[src/rtl/operand_fetch_stage_pkg.sv]
// Shared constants for the operand fetch stage.
//   - Default datapath, register-index and immediate widths.
//   - Bit positions of the rs / rt fields inside an instruction word.
//   - Encoding of the bypass source picked by the forwarding mux.
package operand_fetch_stage_pkg;

    localparam int unsigned WORD_SIZE_DEF  = 16;
    localparam int unsigned REG_ADDR_W_DEF = 2;
    localparam int unsigned IMM_W_DEF      = 8;

    // Instruction field LSB positions: rs=[11:10], rt=[9:8].
    localparam int unsigned RS_LSB = 10;
    localparam int unsigned RT_LSB = 8;

    // Where a resolved operand comes from.
    typedef enum logic [1:0] {
        FwdRf  = 2'd0,
        FwdWb  = 2'd1,
        FwdMem = 2'd2
    } fwd_sel_e;

endpackage

[src/rtl/operand_forward_mux.sv]
// One operand bypass: picks the MEM result, then the WB result, then the
// register file read data, depending on which producer targets the register.
// Ports:
//   i_src_reg   register index being read
//   i_rf_data   register file combinational read data
//   i_mem_en    MEM result valid, i_mem_reg / i_mem_data its index and value
//   i_wb_en     WB writing the file, i_wb_reg / i_wb_data its index and value
//   o_operand   resolved operand
module operand_forward_mux
    import operand_fetch_stage_pkg::*;
#(
    parameter int unsigned WORD_SIZE  = WORD_SIZE_DEF,
    parameter int unsigned REG_ADDR_W = REG_ADDR_W_DEF
) (
    input  logic [REG_ADDR_W-1:0] i_src_reg,
    input  logic [WORD_SIZE-1:0]  i_rf_data,
    input  logic                  i_mem_en,
    input  logic [REG_ADDR_W-1:0] i_mem_reg,
    input  logic [WORD_SIZE-1:0]  i_mem_data,
    input  logic                  i_wb_en,
    input  logic [REG_ADDR_W-1:0] i_wb_reg,
    input  logic [WORD_SIZE-1:0]  i_wb_data,
    output logic [WORD_SIZE-1:0]  o_operand
);

    fwd_sel_e w_sel;

    // MEM is younger than WB, so it wins when both target the register.
    always_comb begin
        w_sel = FwdRf;
        if (i_mem_en && (i_mem_reg == i_src_reg)) begin
            w_sel = FwdMem;
        end else if (i_wb_en && (i_wb_reg == i_src_reg)) begin
            w_sel = FwdWb;
        end
    end

    always_comb begin
        o_operand = i_rf_data;
        unique case (w_sel)
            FwdMem:  o_operand = i_mem_data;
            FwdWb:   o_operand = i_wb_data;
            default: o_operand = i_rf_data;
        endcase
    end

endmodule

[src/rtl/operand_fetch_stage.sv]
// Operand fetch stage between decode and EX.
//   - Drives register file read addresses from the rs / rt fields.
//   - Bypasses the register file with MEM and WB results.
//   - Stalls on load-use hazards against the EX stage and counts stall cycles.
//   - Registers resolved operands into the ID/EX register with valid/ready
//     handshakes on both sides; flush squashes the register.
// Ports:
//   clk, reset_n                    clock, synchronous active-low reset
//   in_valid/in_ready               upstream handshake
//   in_instr, in_pc                 instruction word and its PC
//   in_uses_rs, in_uses_rt          which source registers are read
//   in_dest, in_writes              destination index and write enable
//   rf_read_reg1/2, rf_read_data1/2 register file read port
//   ex_valid, ex_is_load, ex_dest   EX stage occupant for hazard detection
//   mem_fwd_*, wb_write_*           bypass sources
//   flush                           squash (redirect)
//   out_valid/out_ready             downstream handshake
//   out_op1/2, out_imm, out_dest,
//   out_writes, out_pc              ID/EX register payload
//   stall_count                     saturating load-use stall counter
module operand_fetch_stage
    import operand_fetch_stage_pkg::*;
#(
    parameter int unsigned WORD_SIZE  = WORD_SIZE_DEF,
    parameter int unsigned REG_ADDR_W = REG_ADDR_W_DEF,
    parameter int unsigned IMM_W      = IMM_W_DEF
) (
    input  logic                  clk,
    input  logic                  reset_n,

    input  logic                  in_valid,
    output logic                  in_ready,
    input  logic [WORD_SIZE-1:0]  in_instr,
    input  logic [WORD_SIZE-1:0]  in_pc,
    input  logic                  in_uses_rs,
    input  logic                  in_uses_rt,
    input  logic [REG_ADDR_W-1:0] in_dest,
    input  logic                  in_writes,

    output logic [REG_ADDR_W-1:0] rf_read_reg1,
    output logic [REG_ADDR_W-1:0] rf_read_reg2,
    input  logic [WORD_SIZE-1:0]  rf_read_data1,
    input  logic [WORD_SIZE-1:0]  rf_read_data2,

    input  logic                  ex_valid,
    input  logic                  ex_is_load,
    input  logic [REG_ADDR_W-1:0] ex_dest,

    input  logic                  mem_fwd_en,
    input  logic [REG_ADDR_W-1:0] mem_fwd_reg,
    input  logic [WORD_SIZE-1:0]  mem_fwd_data,

    input  logic                  wb_write_en,
    input  logic [REG_ADDR_W-1:0] wb_write_reg,
    input  logic [WORD_SIZE-1:0]  wb_write_data,

    input  logic                  flush,

    output logic                  out_valid,
    input  logic                  out_ready,
    output logic [WORD_SIZE-1:0]  out_op1,
    output logic [WORD_SIZE-1:0]  out_op2,
    output logic [WORD_SIZE-1:0]  out_imm,
    output logic [REG_ADDR_W-1:0] out_dest,
    output logic                  out_writes,
    output logic [WORD_SIZE-1:0]  out_pc,
    output logic [15:0]           stall_count
);

    // ----------------------------------------------------------------------
    // Field decode
    // ----------------------------------------------------------------------
    logic [REG_ADDR_W-1:0] w_rs;
    logic [REG_ADDR_W-1:0] w_rt;
    logic [IMM_W-1:0]      w_imm;
    logic [WORD_SIZE-1:0]  w_imm_ext;
    logic                  w_unused_instr;

    assign w_rs      = in_instr[RS_LSB +: REG_ADDR_W];
    assign w_rt      = in_instr[RT_LSB +: REG_ADDR_W];
    assign w_imm     = in_instr[IMM_W-1:0];
    assign w_imm_ext = {{(WORD_SIZE-IMM_W){w_imm[IMM_W-1]}}, w_imm};

    // Opcode bits above rs are decoded upstream, not here.
    assign w_unused_instr = ^in_instr[WORD_SIZE-1:RS_LSB+REG_ADDR_W];

    assign rf_read_reg1 = w_rs;
    assign rf_read_reg2 = w_rt;

    // ----------------------------------------------------------------------
    // Bypass
    // ----------------------------------------------------------------------
    logic [WORD_SIZE-1:0] w_op1;
    logic [WORD_SIZE-1:0] w_op2;

    // WB bypass is required: the file only updates at the edge, so a
    // same-cycle read would still return the stale value.
    operand_forward_mux #(
        .WORD_SIZE  (WORD_SIZE),
        .REG_ADDR_W (REG_ADDR_W)
    ) u_fwd_op1 (
        .i_src_reg  (w_rs),
        .i_rf_data  (rf_read_data1),
        .i_mem_en   (mem_fwd_en),
        .i_mem_reg  (mem_fwd_reg),
        .i_mem_data (mem_fwd_data),
        .i_wb_en    (wb_write_en),
        .i_wb_reg   (wb_write_reg),
        .i_wb_data  (wb_write_data),
        .o_operand  (w_op1)
    );

    operand_forward_mux #(
        .WORD_SIZE  (WORD_SIZE),
        .REG_ADDR_W (REG_ADDR_W)
    ) u_fwd_op2 (
        .i_src_reg  (w_rt),
        .i_rf_data  (rf_read_data2),
        .i_mem_en   (mem_fwd_en),
        .i_mem_reg  (mem_fwd_reg),
        .i_mem_data (mem_fwd_data),
        .i_wb_en    (wb_write_en),
        .i_wb_reg   (wb_write_reg),
        .i_wb_data  (wb_write_data),
        .o_operand  (w_op2)
    );

    // ----------------------------------------------------------------------
    // Hazard and handshake
    // ----------------------------------------------------------------------
    logic r_out_valid;
    logic w_hz;
    logic w_slot_free;
    logic w_in_ready;
    logic w_accept;
    logic w_stall_inc;

    // A load in EX has no result yet for anything to bypass from.
    assign w_hz = in_valid & ex_valid & ex_is_load &
                  ((in_uses_rs & (ex_dest == w_rs)) | (in_uses_rt & (ex_dest == w_rt)));

    assign w_slot_free = ~r_out_valid | out_ready;
    assign w_in_ready  = reset_n & ~flush & ~w_hz & w_slot_free;
    assign w_accept    = in_valid & w_in_ready;

    // Count only cycles actually lost to the hazard: a blocked downstream or a
    // flush would have prevented the accept anyway.
    assign w_stall_inc = reset_n & ~flush & w_hz & w_slot_free;

    assign in_ready = w_in_ready;

    // ----------------------------------------------------------------------
    // ID/EX register
    // ----------------------------------------------------------------------
    logic [WORD_SIZE-1:0]  r_op1;
    logic [WORD_SIZE-1:0]  r_op2;
    logic [WORD_SIZE-1:0]  r_imm;
    logic [REG_ADDR_W-1:0] r_dest;
    logic                  r_writes;
    logic [WORD_SIZE-1:0]  r_pc;
    logic [15:0]           r_stall_count;

    logic                  w_valid_next;
    logic                  w_load;
    logic [15:0]           w_stall_next;

    always_comb begin
        w_valid_next = r_out_valid;
        w_load       = 1'b0;
        w_stall_next = r_stall_count;

        if (flush) begin
            w_valid_next = 1'b0;
        end else if (w_accept) begin
            w_valid_next = 1'b1;
            w_load       = 1'b1;
        end else if (out_ready) begin
            w_valid_next = 1'b0;
        end

        if (w_stall_inc && (r_stall_count != 16'hFFFF)) begin
            w_stall_next = r_stall_count + 16'd1;
        end
    end

    // Payload is captured only on accept; held contents are never re-forwarded.
    always_ff @(posedge clk) begin
        if (!reset_n) begin
            r_out_valid   <= 1'b0;
            r_op1         <= '0;
            r_op2         <= '0;
            r_imm         <= '0;
            r_dest        <= '0;
            r_writes      <= 1'b0;
            r_pc          <= '0;
            r_stall_count <= 16'd0;
        end else begin
            r_out_valid   <= w_valid_next;
            r_stall_count <= w_stall_next;
            if (w_load) begin
                r_op1    <= w_op1;
                r_op2    <= w_op2;
                r_imm    <= w_imm_ext;
                r_dest   <= in_dest;
                r_writes <= in_writes;
                r_pc     <= in_pc;
            end
        end
    end

    assign out_valid   = r_out_valid;
    assign out_op1     = r_op1;
    assign out_op2     = r_op2;
    assign out_imm     = r_imm;
    assign out_dest    = r_dest;
    assign out_writes  = r_writes;
    assign out_pc      = r_pc;
    assign stall_count = r_stall_count;

endmodule

[config.mk]
export PLATFORM = sky130hd
export DESIGN_NAME = operand_fetch_stage
export DESIGN_NICKNAME = d
export VERILOG_FILES = /design/src/rtl/operand_fetch_stage_pkg.sv /design/src/rtl/operand_forward_mux.sv /design/src/rtl/operand_fetch_stage.sv
export SDC_FILE = /design/constraint.sdc
export NUM_CORES = 1
export LEC_CHECK = 0
export CORE_ASPECT_RATIO = 2
export CORE_MARGIN = 8
export CORE_UTILIZATION = 39
export CTS_CLUSTER_SIZE = 14
export DETAILED_ROUTE_END_ITERATION = 6
export PLACE_DENSITY = 0.77
export REMOVE_ABC_BUFFERS = 1
export SLEW_MARGIN = 15
export SYNTH_ARGS = -nofsm -noshare
export SYNTH_HDL_FRONTEND = slang
export SYNTH_SLANG_ARGS = --single-unit
export TNS_END_PERCENT = 20
[constraint.sdc]
create_clock -name clk -period 2.7 [get_ports clk]
set_input_delay 0.81 -clock clk [delete_from_list [all_inputs] [get_ports clk]]
set_output_delay 0.81 -clock clk [all_outputs]
set_load 0.05 [all_outputs]
==> results.md <==
- Status: finished, final reports clean
- Mux contribution to synthesized area: 0.811%
- # nets final: 773
- Congestion Overflow GR: 0
- Max_cap viols: 0
- Vias: 4217
- Crit path max fanout: 3
- Synthesized instance count: 459
- Die ar.: 13100 sq um
- Routability congestion estimate: 0.869
- Reg area: 1520 sq um
- Xor/xnor share of the synthesized area: 2.84%
- Worst path buffer plus inverter count: 2
- Multi-input logic area: 1990 sq um
- H-tree Lvls: 3
- Number of global-route vias before repair: 4536
- VDD IR max: 0.000300 V
- Rows: 50
- RSZ-0062 raised after global routing: false
- Area share of the largest cell type after synthesis: 41.1%
- Worst path slowest cell: clkdlybuf4s50_1
- Antenna violations before repair: 0
- Commonest non-fill, non-tap cell in the layout: clkdlybuf4s50_1
- Vias/cell: 5.52
- Crit. End Element: output pin
- Area post-placement: 5970 sq um
- Total track usage: 22.3%
- Final setup TNS: 0 ns
- Main combinational cell family by area after synthesis: compound AO/OA/AOI/OAI gates
- Tcrit/Tclk final: 97.9%
- First-pass GRT wire length: 22900 microns
- Mapped Area: 3700 sq um
- Most frequent cells in the layout: 186 x clkdlybuf4s50_1, 76 x dfxtp_1, 66 x nand2_1
- Dominant cell type by area after synthesis: dfxtp_1
- Inserted Clock Buffers: 9
- Core Region: 9320 sq um
- Pre-antenna DRT Iters: 4
- Initial drt markers: 196
- Adder-Cell Fraction of Synth Area: 0.338%
- Synth-to-layout area growth: 71.5%
- Sequential fraction of the synthesis area: 41.1%
- CTS tree: built
- Final hold viol count: 0
- Cell family with most CP delay: buffers and inverters
- Die width: 84.9 microns
- Setup-failing EPs final: 0
- Routed Antenna Nets: 0
- Ys Warns: 0
- WP data arrival: 1.83 ns
- Max_slew headroom: 47.9%
- Power consumption: 3.27 mW
- # DRC: 0
- WS Path Type: input pin to output pin
- Clk slew on worst S/H paths: 0.06 ns
- IO Pins: 205
- Max-slew violations: 0
- Buffers on Ports: 200
- Proportion of layout cells with a drive suffix above 1: 10.3%
- HPWL Detailed: 11300 microns
- Yosys reg bits: 76
- Critical path, cell by cell: clkdlybuf4s50_1 -> nor2b_2 -> nand2_1 -> nor2_2 -> buf_12
- Slew @ Worst Pin: 0.781 ns
- Synth cell types: 42
- Fillers: 793
- WL final: 14500 microns
- Worst path max stage delay: 0.49 ns
- Synth Area in Simple Gates: 21.9%
- Skew-Pair Late Insertion Delay: 0.33 ns
- WL/cell: 18.9 microns
- Final Core Density: 68.1%
- Fin area: 6350 sq um
- Diodes inserted: 0
- Clk buf depth: 2
- Clock skew: 0.0126 ns
- Chip Height: 154 microns
- Power per cell area: 514 nW/um^2
- Worst Hold Class: register to register
- Ranking of synthesized cells by area: dfxtp_1 41%, a221o_1 8.6%, o21ai_0 8.5%
- FMAX: 378 MHz
- Largest net degree at the start of global routing: 42
- Avg Cell Area, Syn: 8.07 sq um
- Data required, critical path: 1.89 ns
- Starting Density: 39.7%
- LEAKAGE: 2.32 nW
- Clock root buffer: clkbuf_16
- Synth Area in Compound Gates: 26.6%
- Tmin final: 2.64 ns
- # clock sinks: 76
- Worst setup SP type: input pin
==> layer usage <==
metal  track usage [%]  vias to the layer above  routed length (microns)
li1                  -                     2068                        -
met1              20.0                     1933                     5020
met2              41.4                      186                     7890
met3              7.21                       30                     1000
met4              13.7                        0                      562
met5                 0                        -                        0
==> power breakdown <==
part,internal (mW),switching (mW)
combinational,0.371,0.433
clock,0.829,0.438
sequential,1.17,0.0253
==> flip-flops by register name, summed over array words and instances, names as in the netlist <==
signal       count
out_pc          16
stall_count     16
out_op1         16
out_op2         16
out_valid        1
out_imm          8
out_dest         2
out_writes       1
==> final cells by class <==
type                    instances  share of cell area [%]
clock buffers                  11                    3.82
clock inverters                 4                    1.16
inverters                       2                   0.118
multi-input cells             333                    31.4
flip-flops and latches         76                    24.0
well taps                     104                    2.05
repair buffers                234                    37.5
==> Yosys cell counts, drive strengths merged <==
library cell	count
a211o	1
a21boi	1
a21o	1
a21oi	37
a221o	32
and2	17
and3	9
and4	1
buf	20
clkbuf	28
dfxtp	76
ha	1
inv	2
mux2i	3
nand2	66
nand2b	3
nand3	40
nand4	3
nor2	4
nor2b	1
nor3	3
nor4	1
o2111ai	1
o211ai	3
o21a	1
o21ai	69
o31ai	7
o41a	1
o41ai	1
or3	5
or3b	3
or4	6
xnor2	8
xor2	4
==> worst register-to-register path: stages, from the launching register on <==
cell	delay [ns]
dfxtp_1	0.35
ha_1	0.26
and3_1	0.20
nand4_1	0.24
nor2_1	0.18
buf_4	0.22
or4_1	0.47
a21oi_1	0.17
==> metrics by stage <==
stage	setup slack [ns]	hold WS [ns]	cells
3_3_place_gp	-0.343	0.442	747
4_1_cts	-0.0297	0.454	764
2_1_floorplan	-1.29	0.679	411
6_report	0.0556	0.453	764
3_5_place_dp	-0.403	0.447	747
5_1_grt	0.00661	0.475	764
==> cells by family (layout without fill, tap and decap cells) <==
family / after synthesis / count (layout)
AO/OA/AOI/OAI: 155 / 155
adder cells (fa/ha/maj): 1 / 1
flip-flops: 76 / 76
multiplexers: 3 / 3
buffers and inverters: 50 / 251
XOR/XNOR: 12 / 12
AND/OR/NAND/NOR: 162 / 162
==> worst paths after layout <==
check	from	to	slack (ns)	depth (start not counted)
hold / removal	out_writes	out_writes	0.45	2
setup / recovery	reset_n	in_ready	0.06	5
hold reg to reg	out_writes	out_writes	0.45	2
setup reg to reg	stall_count[0]	stall_count[8]	0.53	7
==> timing repair <==
item                                    in CTS  in global routing
pin swaps                                    2                  3
hold buffers                                 0                  0
gates resized for setup                     13                  4
setup buffers                                2                  0
endpoints found under the setup margin       9                  1
(Power assumes the default switching activity.)
